===== src/rtl/ekey_refresh_seq_pkg.sv =====
// Shared definitions for the EKEY refresh sequencer: region and ROM window
// defaults (also consumed by the EKEY write-protection monitor), FSM state
// encoding, and the trusted-ROM range helper.
package ekey_refresh_seq_pkg;

    localparam logic [15:0] EKEY_BASE = 16'h0230;
    localparam logic [15:0] EKEY_SIZE = 16'h001F;
    localparam logic [15:0] SMEM_BASE = 16'hA000;
    localparam logic [15:0] SMEM_SIZE = 16'h4000;

    // Index of the last byte of the region (region length is 1..255).
    localparam logic [7:0] EKEY_LAST_IDX = EKEY_SIZE[7:0] - 8'd1;

    typedef enum logic [1:0] {
        ST_IDLE = 2'd0,
        ST_FILL = 2'd1,
        ST_ZERO = 2'd2,
        ST_DONE = 2'd3
    } ekey_state_e;

    // True when pc lies in SMEM_BASE .. SMEM_BASE+SMEM_SIZE-2. Computed in
    // 17 bits so a window ending at the top of the map cannot wrap.
    function automatic logic pc_in_rom(input logic [15:0] pc);
        logic [16:0] lo;
        logic [16:0] hi;
        lo = {1'b0, SMEM_BASE};
        hi = {1'b0, SMEM_BASE} + {1'b0, SMEM_SIZE} - 17'd2;
        return ({1'b0, pc} >= lo) && ({1'b0, pc} <= hi);
    endfunction

    // Data-memory byte address of region byte idx.
    function automatic logic [15:0] ekey_addr(input logic [7:0] idx);
        return EKEY_BASE + {8'h00, idx};
    endfunction

endpackage


===== src/rtl/ekey_refresh_seq_if.sv =====
// Entropy handshake and data-memory byte-write side port of the EKEY
// refresh sequencer. master = sequencer, slave = RNG / memory side.
interface ekey_refresh_seq_if;
    logic        rng_valid;
    logic [7:0]  rng_data;
    logic        rng_ready;
    logic        mem_wen;
    logic [15:0] mem_addr;
    logic [7:0]  mem_din;

    modport master (
        input  rng_valid, rng_data,
        output rng_ready, mem_wen, mem_addr, mem_din
    );

    modport slave (
        output rng_valid, rng_data,
        input  rng_ready, mem_wen, mem_addr, mem_din
    );
endinterface


===== src/rtl/ekey_refresh_seq_idx_cnt.sv =====
// 8-bit byte index for the EKEY region. Clear wins over enable; o_last flags
// the final region byte. Shared by the FILL and ZERO phases.
module ekey_refresh_seq_idx_cnt
    import ekey_refresh_seq_pkg::*;
(
    input  logic       clk,
    input  logic       rst,
    input  logic       i_clr,
    input  logic       i_en,
    output logic [7:0] o_idx,
    output logic       o_last
);

    logic [7:0] r_idx;

    // Index register: cleared on request, advanced once per written byte.
    always_ff @(posedge clk or posedge rst) begin
        if (rst) begin
            r_idx <= 8'd0;
        end else if (i_clr) begin
            r_idx <= 8'd0;
        end else if (i_en) begin
            r_idx <= r_idx + 8'd1;
        end else begin
            r_idx <= r_idx;
        end
    end

    assign o_idx  = r_idx;
    assign o_last = (r_idx == EKEY_LAST_IDX);

endmodule


===== src/rtl/ekey_refresh_seq.sv =====
// EKEY refresh sequencer: refills the ephemeral-key region from the entropy
// source when triggered from trusted ROM, yielding the byte-write port to CPU
// and DMA traffic and aborting if execution leaves ROM.
// Optional build macro EKEY_REFRESH_ZEROIZE_EN: an abort wipes the whole
// region with zeros before returning to IDLE.
module ekey_refresh_seq
    import ekey_refresh_seq_pkg::*;
(
    input  logic                      clk,
    input  logic                      rst,
    input  logic [15:0]               i_pc,
    input  logic                      i_start,
    input  logic                      i_cpu_data_en,
    input  logic                      i_dma_en,
    ekey_refresh_seq_if.master        bus,
    output logic                      o_busy,
    output logic                      o_done,
    output logic                      o_abort
);

    ekey_state_e r_state;
    logic        r_busy;
    logic        r_done;
    logic        r_abort;

    logic        w_bus_free;
    logic        w_in_rom;
    logic        w_fill_wr;
    logic        w_zero_wr;
    logic        w_wr;
    logic        w_abort_det;
    logic        w_clr;
    logic        w_last;
    logic [7:0]  w_idx;

    assign w_bus_free  = !i_cpu_data_en && !i_dma_en;
    assign w_in_rom    = pc_in_rom(i_pc);
    assign w_fill_wr   = (r_state == ST_FILL) && bus.rng_valid && w_bus_free && w_in_rom;
    // Leaving ROM during FILL blocks the write of that cycle and aborts.
    assign w_abort_det = (r_state == ST_FILL) && !w_in_rom;
`ifdef EKEY_REFRESH_ZEROIZE_EN
    assign w_zero_wr   = (r_state == ST_ZERO) && w_bus_free;
`else
    assign w_zero_wr   = 1'b0;
`endif
    assign w_wr        = w_fill_wr || w_zero_wr;
    // Index restarts at 0 for every refresh and again for the wipe pass.
    assign w_clr       = (r_state == ST_IDLE) || w_abort_det;

    ekey_refresh_seq_idx_cnt u_idx_cnt (
        .clk    (clk),
        .rst    (rst),
        .i_clr  (w_clr),
        .i_en   (w_wr),
        .o_idx  (w_idx),
        .o_last (w_last)
    );

    // Handshake and write port follow the current state combinationally.
    always_comb begin
        bus.rng_ready = (r_state == ST_FILL) && w_bus_free && w_in_rom;
        bus.mem_wen   = w_wr;
        if (w_wr) begin
            bus.mem_addr = ekey_addr(w_idx);
        end else begin
            bus.mem_addr = 16'h0000;
        end
        if (w_fill_wr) begin
            bus.mem_din = bus.rng_data;
        end else begin
            bus.mem_din = 8'h00;
        end
    end

    // Sequencer FSM with registered busy/done/abort status.
    always_ff @(posedge clk or posedge rst) begin
        if (rst) begin
            r_state <= ST_IDLE;
            r_busy  <= 1'b0;
            r_done  <= 1'b0;
            r_abort <= 1'b0;
        end else begin
            r_done  <= 1'b0;
            r_abort <= 1'b0;
            case (r_state)
                ST_IDLE: begin
                    if (i_start && w_in_rom) begin
                        r_state <= ST_FILL;
                        r_busy  <= 1'b1;
                    end else begin
                        r_state <= ST_IDLE;
                        r_busy  <= 1'b0;
                    end
                end
                ST_FILL: begin
                    if (w_abort_det) begin
                        r_abort <= 1'b1;
`ifdef EKEY_REFRESH_ZEROIZE_EN
                        r_state <= ST_ZERO;
                        r_busy  <= 1'b1;
`else
                        r_state <= ST_IDLE;
                        r_busy  <= 1'b0;
`endif
                    end else if (w_fill_wr && w_last) begin
                        r_state <= ST_DONE;
                        r_done  <= 1'b1;
                        r_busy  <= 1'b1;
                    end else begin
                        r_state <= ST_FILL;
                        r_busy  <= 1'b1;
                    end
                end
`ifdef EKEY_REFRESH_ZEROIZE_EN
                ST_ZERO: begin
                    if (w_zero_wr && w_last) begin
                        r_state <= ST_IDLE;
                        r_busy  <= 1'b0;
                    end else begin
                        r_state <= ST_ZERO;
                        r_busy  <= 1'b1;
                    end
                end
`endif
                ST_DONE: begin
                    r_state <= ST_IDLE;
                    r_busy  <= 1'b0;
                end
                default: begin
                    r_state <= ST_IDLE;
                    r_busy  <= 1'b0;
                end
            endcase
        end
    end

    assign o_busy  = r_busy;
    assign o_done  = r_done;
    assign o_abort = r_abort;

endmodule


===== src/flat_wrapper.sv =====
// flat-port wrapper written by rule: the top's interface ports become plain ports
module ekey_refresh_seq_flat import ekey_refresh_seq_pkg::*;
  (clk, rst, i_pc, i_start, i_cpu_data_en, i_dma_en, o_busy, o_done, o_abort, bus_rng_valid, bus_rng_data, bus_rng_ready, bus_mem_wen, bus_mem_addr, bus_mem_din);
  ekey_refresh_seq_if bus_i ();
  input  logic clk;
  input  logic rst;
  input  logic [15:0] i_pc;
  input  logic i_start;
  input  logic i_cpu_data_en;
  input  logic i_dma_en;
  output logic o_busy;
  output logic o_done;
  output logic o_abort;
  input wire logic [$bits(bus_i.rng_valid)-1:0] bus_rng_valid;
  input wire logic [$bits(bus_i.rng_data)-1:0] bus_rng_data;
  output wire logic [$bits(bus_i.rng_ready)-1:0] bus_rng_ready;
  output wire logic [$bits(bus_i.mem_wen)-1:0] bus_mem_wen;
  output wire logic [$bits(bus_i.mem_addr)-1:0] bus_mem_addr;
  output wire logic [$bits(bus_i.mem_din)-1:0] bus_mem_din;
  assign bus_i.rng_valid = bus_rng_valid;
  assign bus_i.rng_data = bus_rng_data;
  assign bus_rng_ready = bus_i.rng_ready;
  assign bus_mem_wen = bus_i.mem_wen;
  assign bus_mem_addr = bus_i.mem_addr;
  assign bus_mem_din = bus_i.mem_din;
  ekey_refresh_seq u_core (.clk(clk), .rst(rst), .i_pc(i_pc), .i_start(i_start), .i_cpu_data_en(i_cpu_data_en), .i_dma_en(i_dma_en), .bus(bus_i), .o_busy(o_busy), .o_done(o_done), .o_abort(o_abort));
endmodule

===== config.mk =====
export PLATFORM = sky130hd
export DESIGN_NAME = ekey_refresh_seq_flat
export DESIGN_NICKNAME = d
export VERILOG_FILES = /design/src/rtl/ekey_refresh_seq_pkg.sv /design/src/rtl/ekey_refresh_seq_if.sv /design/src/rtl/ekey_refresh_seq_idx_cnt.sv /design/src/rtl/ekey_refresh_seq.sv /design/src/flat_wrapper.sv
export SDC_FILE = /design/constraint.sdc
export NUM_CORES = 1
export LEC_CHECK = 0
export ABC_AREA = 1
export CAP_MARGIN = 20
export CORE_UTILIZATION = 45
export CTS_CLUSTER_DIAMETER = 200
export DETAILED_ROUTE_END_ITERATION = 16
export DONT_BUFFER_PORTS = 1
export PLACE_DENSITY_LB_ADDON = 0.25
export RECOVER_POWER = 50
export SETUP_SLACK_MARGIN = 0.05
export SYNTH_ARGS = -nofsm -noshare
export SYNTH_HDL_FRONTEND = slang
export SYNTH_SLANG_ARGS = --single-unit

===== constraint.sdc =====
create_clock -name clk -period 1.3 [get_ports clk]
set_input_delay 0.13 -clock clk [delete_from_list [all_inputs] [get_ports clk]]
set_output_delay 0.13 -clock clk [all_outputs]
set_load 0.1 [all_outputs]

* Word-level counts from Yosys, hierarchy flattened
Cells that the tools add are included.
Cells by class: $add $sub $neg 2, magnitude comparators 2, eq/ne operators 2, muxes and demuxes 16, reduce and logical (&&, ||, !) cells 16
Operators with widths (count):
- $mux 8 | 3
- $ge 16x16->1 const B | 1
- $le 16x16->1 const B | 1
- $mux 16 | 1
- $add 10x8->11 const A | 1
- $logic_and 1x1->1 | 10
- $add 8x1->8 const B | 1
- $eq 8x5->1 const B | 1
- $mux 1 | 8
- $mux 2 | 2
- $pmux 2 s2 | 1
- $logic_not 1->1 | 3
- $eq 2x1->1 const B | 1
- $logic_not 2->1 | 1
- $pmux 1 s2 | 1
- $reduce_bool 2->1 | 1
- $logic_or 1x1->1 | 1
Storage, ports and cells: register bits after elaboration 13, output and inout port bits 29, word-level logic and storage cells 43

* Longest topological paths before layout
depth after elaboration 8, depth in mapped cells 10, depth with buffers taken out 10

* By module
From an unflattened synthesis, not the netlist that was laid out.
Second synthesis, totals: cells, all modules 156, area, all modules 1012.2 um2
By module, submodules not included:
- ekey_refresh_seq | instances 1, cells each 89, area an instance 511.7 um2
- ekey_refresh_seq_idx_cnt | instances 1, cells each 67, area an instance 500.5 um2

* Worst setup path before layout
OpenSTA, ideal clock, no wires.
kind register to output, from register u_core.r_state[0], to output port bus_rng_ready, arrival time 4.000 ns, slack -2.830 ns, cell stages (with the launch flop) 3, buffers on the path 0, path through dfrtp_1 > nand2_2 > nor4_1
On the way: word-level cells in the longest chain between the ends 3
RTL lines:
- from (decl) | line ekey_refresh_seq.sv:21 | ekey_state_e r_state;
- from (signal assigned) | line ekey_refresh_seq.sv:78 | r_state <= ST_IDLE;
- from (signal assigned) | line ekey_refresh_seq.sv:88 | r_state <= ST_FILL;
- from (signal assigned) | line ekey_refresh_seq.sv:91 | r_state <= ST_IDLE;
- $eq 2x1->1 | line ekey_refresh_seq.sv:61 | bus.rng_ready = (r_state == ST_FILL) && w_bus_free && w_in_rom;
- $logic_and 1x1->1 (2 in series) | line ekey_refresh_seq.sv:61
- to (decl) | line flat_wrapper.sv:16 | output wire logic [$bits(bus_i.rng_ready)-1:0] bus_rng_ready;
Every way passes these cells.

* Final worst setup path
from register u_core.r_state[1], to output port bus_mem_addr[3]
On the way: word-level cells in the longest chain between the ends 5
RTL lines:
- $eq 2x1->1 | line ekey_refresh_seq.sv:38 | assign w_fill_wr = (r_state == ST_FILL) && bus.rng_valid && w_bus_free && w_in_rom;
- $logic_and 1x1->1 (3 in series) | line ekey_refresh_seq.sv:38
- $mux 16 | line ekey_refresh_seq.sv:63 | if (w_wr) begin
- to (decl) | line flat_wrapper.sv:18 | output wire logic [$bits(bus_i.mem_addr)-1:0] bus_mem_addr;
Every way passes these cells.

==> impl_metrics.csv <==
group,metric,value,unit
timing,rsz0062_at_grt,"yes",
grt,met1_usage,27.3,%
drt,vias_per_cell,5.27,
setup_path,worst-r2r-cell-count,8,
grt,antenna_found_initial,0,
yosys,syn_area,992,um^2
drt,vias,1132,
yosys,synth_common_cells,"inv_1, nand2_1, nor2_1, nand3_1, dfrtp_1",
grt,gr-usage-met3,4.36,%
grt,met2_usage,59.0,%
power_and_ir_drop,vdd_drop_max,0.710,mV
yosys,yosys.cell_types.count,21,
floorplan,initial_core_util,49.1,%
setup_path,critPathBufInv,4,
outcome,outcome,"complete, but fails checks",
setup_path,slowest_delay,380,ps
setup_path,cp_slowest_cell,"dfrtp_1",
floorplan,ios,59,
setup_path,critPathArrivalTime,1700,ps
setup_path,path_cells,"inv_2, nand2_4, inv_2, and3_4, nand3_4, buf_12, nor2_4, buf_12",
run,maxCapViolations,0,
power_and_ir_drop,power_density,496,mW/mm^2
timing,worst_slack,-525,ps
final_layout,drive_gt1_share,41.5,%
drt,drt-wirelength-per-cell,15.8,um
place,finalWeightedCongestion,0.889,
floorplan,die-area,0.00240,mm^2
timing,worstMarginPinSlew,508,ps
final_layout,diodes,0,
timing,fmax,548,MHz
power_and_ir_drop,p_leak,0.921,nW
drt,drc,0,
final_layout,fin_cells,215,
timing,relSlewSlack,66.1,%
drt,initialDrtViolationCount,47,
timing,min_period,1830,ps
final_layout,fill_cells,92,
drt,drtPass1Iterations,4,
place,port_buffers,0,
yosys,synth_top_area_share,30.3,%
grt,grtUsageTotal,28.6,%
yosys,synthArstFlopShare,100,%
timing,hold_ws,1.76,ps
final_layout,nets,224,
yosys,synth.most_common_cell,"inv_1",
floorplan,rows,16,
min_path,min_delay_path_depth,2,
yosys,ys_seq_area_share,30.3,%
drt,postRouteAntennaNets,0,
setup_path,cp_num_cells,8,
floorplan,die_h,49.0,um
clock_tree,htreeDepth,1,
clock_tree,clk_pin_slew,80,ps
grt,grt_max_degree,16,
clock_tree,cts.sinks,12,
grt,first_global_vias,1114,
yosys,yosys.area.top_type,"dfrtp_1",
clock_tree,cts-root-buf,"clkbuf_4",
setup_path,crit_fanout,13,
grt,gr-max-usage-layer,"met2",
timing,final_hold_viol_count,0,
grt,grt_pass1_wl,5060,um
clock_tree,clock_latency,300,ps
place,placed_cells,206,
setup_path,critical_path_class,"register to output port",
timing,slew_viol_final,0,
setup_path,worstSetupStartpointType,"register",
drt,routed_wl,3400,um
grt,overflow,0,
clock_tree,clockBufferDepth,2,
yosys,ys_top_cells_by_area,"dfrtp_1, nand3_1, inv_1, nand2_1, nor2_1",
final_layout,areaGrowthSynthToFinish,82.8,%
yosys,yosysWarnings,0,
timing,finalSetupViolCount,30,
outcome,violations,"negative setup slack",
yosys,syn_inst,144,
setup_path,cp_top_family,"buffers and inverters",
yosys,synth_edf_count,0,
yosys,synth_area_per_cell,6.89,um^2
setup_path,worstPathRequired,1170,ps
setup_path,endpoint_kind,"output port",
timing,fin_crit_sh,140,%
clock_tree,cts_buffers,3,
min_path,hold_class,"input pin to register",
place,dpl.hpwl,2400,um
clock_tree,cts_tree,"built",
timing,finClkSkew,10.7,ps
floorplan,coreArea,0.00202,mm^2
yosys,synth_seq_cells,12,
floorplan,fp.dieW,49.0,um
yosys,ys.flop_type,"dfrtp_1",
-- layer usage --
metal | up-vias | share of wire (%) | wire, um
met4 | 0 | 2.7 | 93
met5 | - | 0 | 0
met1 | 549 | 34 | 1150
met2 | 56 | 59 | 2000
met3 | 12 | 4.8 | 162
li1 | 515 | - | -
-- final cells by class --
cell class	count	area (um^2)	area share [%]
Inverter	28	121	6.69
Timing Repair Buffer	45	631	34.8
Clock buffer	4	36.3	2.00
Multi-Input combinational cell	99	688	37.9
Sequential cell	12	304	16.8
Tap cell	27	33.8	1.86
-- sequential cells by signal (all words and copies together), names as in the netlist --
| signal | count |
|---|---|
| u_core.r_state | 2 |
| u_core.o_done | 1 |
| u_core.o_abort | 1 |
| u_core.u_idx_cnt.o_idx | 8 |
-- stage by stage --
step | power, mW | TNS (ps) | instance area [um^2] | worst slack (ps) | util (%)
finish | 0.900 | -11370 | 1810 | -525 | 89.7
global route | 0.915 | -13810 | 1810 | -608 | 89.7
CTS | 0.890 | -11230 | 1790 | -523 | 88.5
detailed placement | 0.560 | -4550 | 1690 | -211 | 83.7
global placement | 0.556 | -3340 | 1690 | -166 | 83.7
floorplan | 0.552 | -14790 | 1180 | -692 | -
-- cell families after synthesis --
kind of cell / synth area share, %
adder cells (fa/ha/maj): 6.31
AO/OA/AOI/OAI: 1.01
XOR/XNOR: 6.18
AND/OR/NAND/NOR: 36.7
flip-flops: 30.3
buffers and inverters: 19.2
other: 0.378
-- timing repair --
action                                  in CTS  in global routing
pin swaps                                    2                  3
setup buffers                                4                  2
hold buffers                                 1                  0
gates resized for setup                      7                  5
hold endpoints to repair                    12                  0
endpoints found under the setup margin      30                 32
-- worst reg2reg max path, stage by stage, from the launching register on --
cell and delay, ps:
dfrtp_1 380, inv_2 80, nand2_4 60, inv_2 50
and3_4 180, nand3_4 140, buf_4 220, buf_4 160
nor3_1 160
-- power by group --
group	total, mW	switching (mW)	internal [mW]
Clock	0.334	0.163	0.171
Combinational	0.187	0.152	0.0344
Sequential	0.379	0.00246	0.377
Total	0.900	0.318	0.582
-- layout by cell type, fill, tap and decap left out --
cell type,n
and3_4,1
buf_12,22
buf_4,19
buf_6,2
buf_8,1
clkbuf_4,3
clkbuf_8,1
clkinvlp_4,1
conb_1,6
dfrtp_1,11
dfrtp_4,1
dlygate4sd3_1,1
ha_1,5
inv_1,24
inv_12,1
inv_2,2
nand2_1,23
nand2_4,4
nand3_1,20
nand3_4,1
nand4_1,1
nor2_1,7
nor2_4,17
nor3_1,2
nor3_2,1
nor4_1,1
nor4_4,1
o21ai_0,1
o21ai_1,1
xor2_1,7
-- final timing paths --
path | startpoint | to | slack (ps)
worst min register to register | u_core.u_idx_cnt.o_idx[1] | u_core.u_idx_cnt.o_idx[1] | 660
max in group asynchronous | rst | u_core.r_state[0] | 610
worst min-delay path | i_start | u_core.r_state[0] | 2
worst max-delay path | u_core.r_state[1] | bus_mem_addr[3] | -530
worst max register to register | u_core.r_state[1] | u_core.r_state[1] | -210
min in group asynchronous | rst | u_core.u_idx_cnt.o_idx[1] | 300
Note: power is estimated with default switching activity, not from simulation.
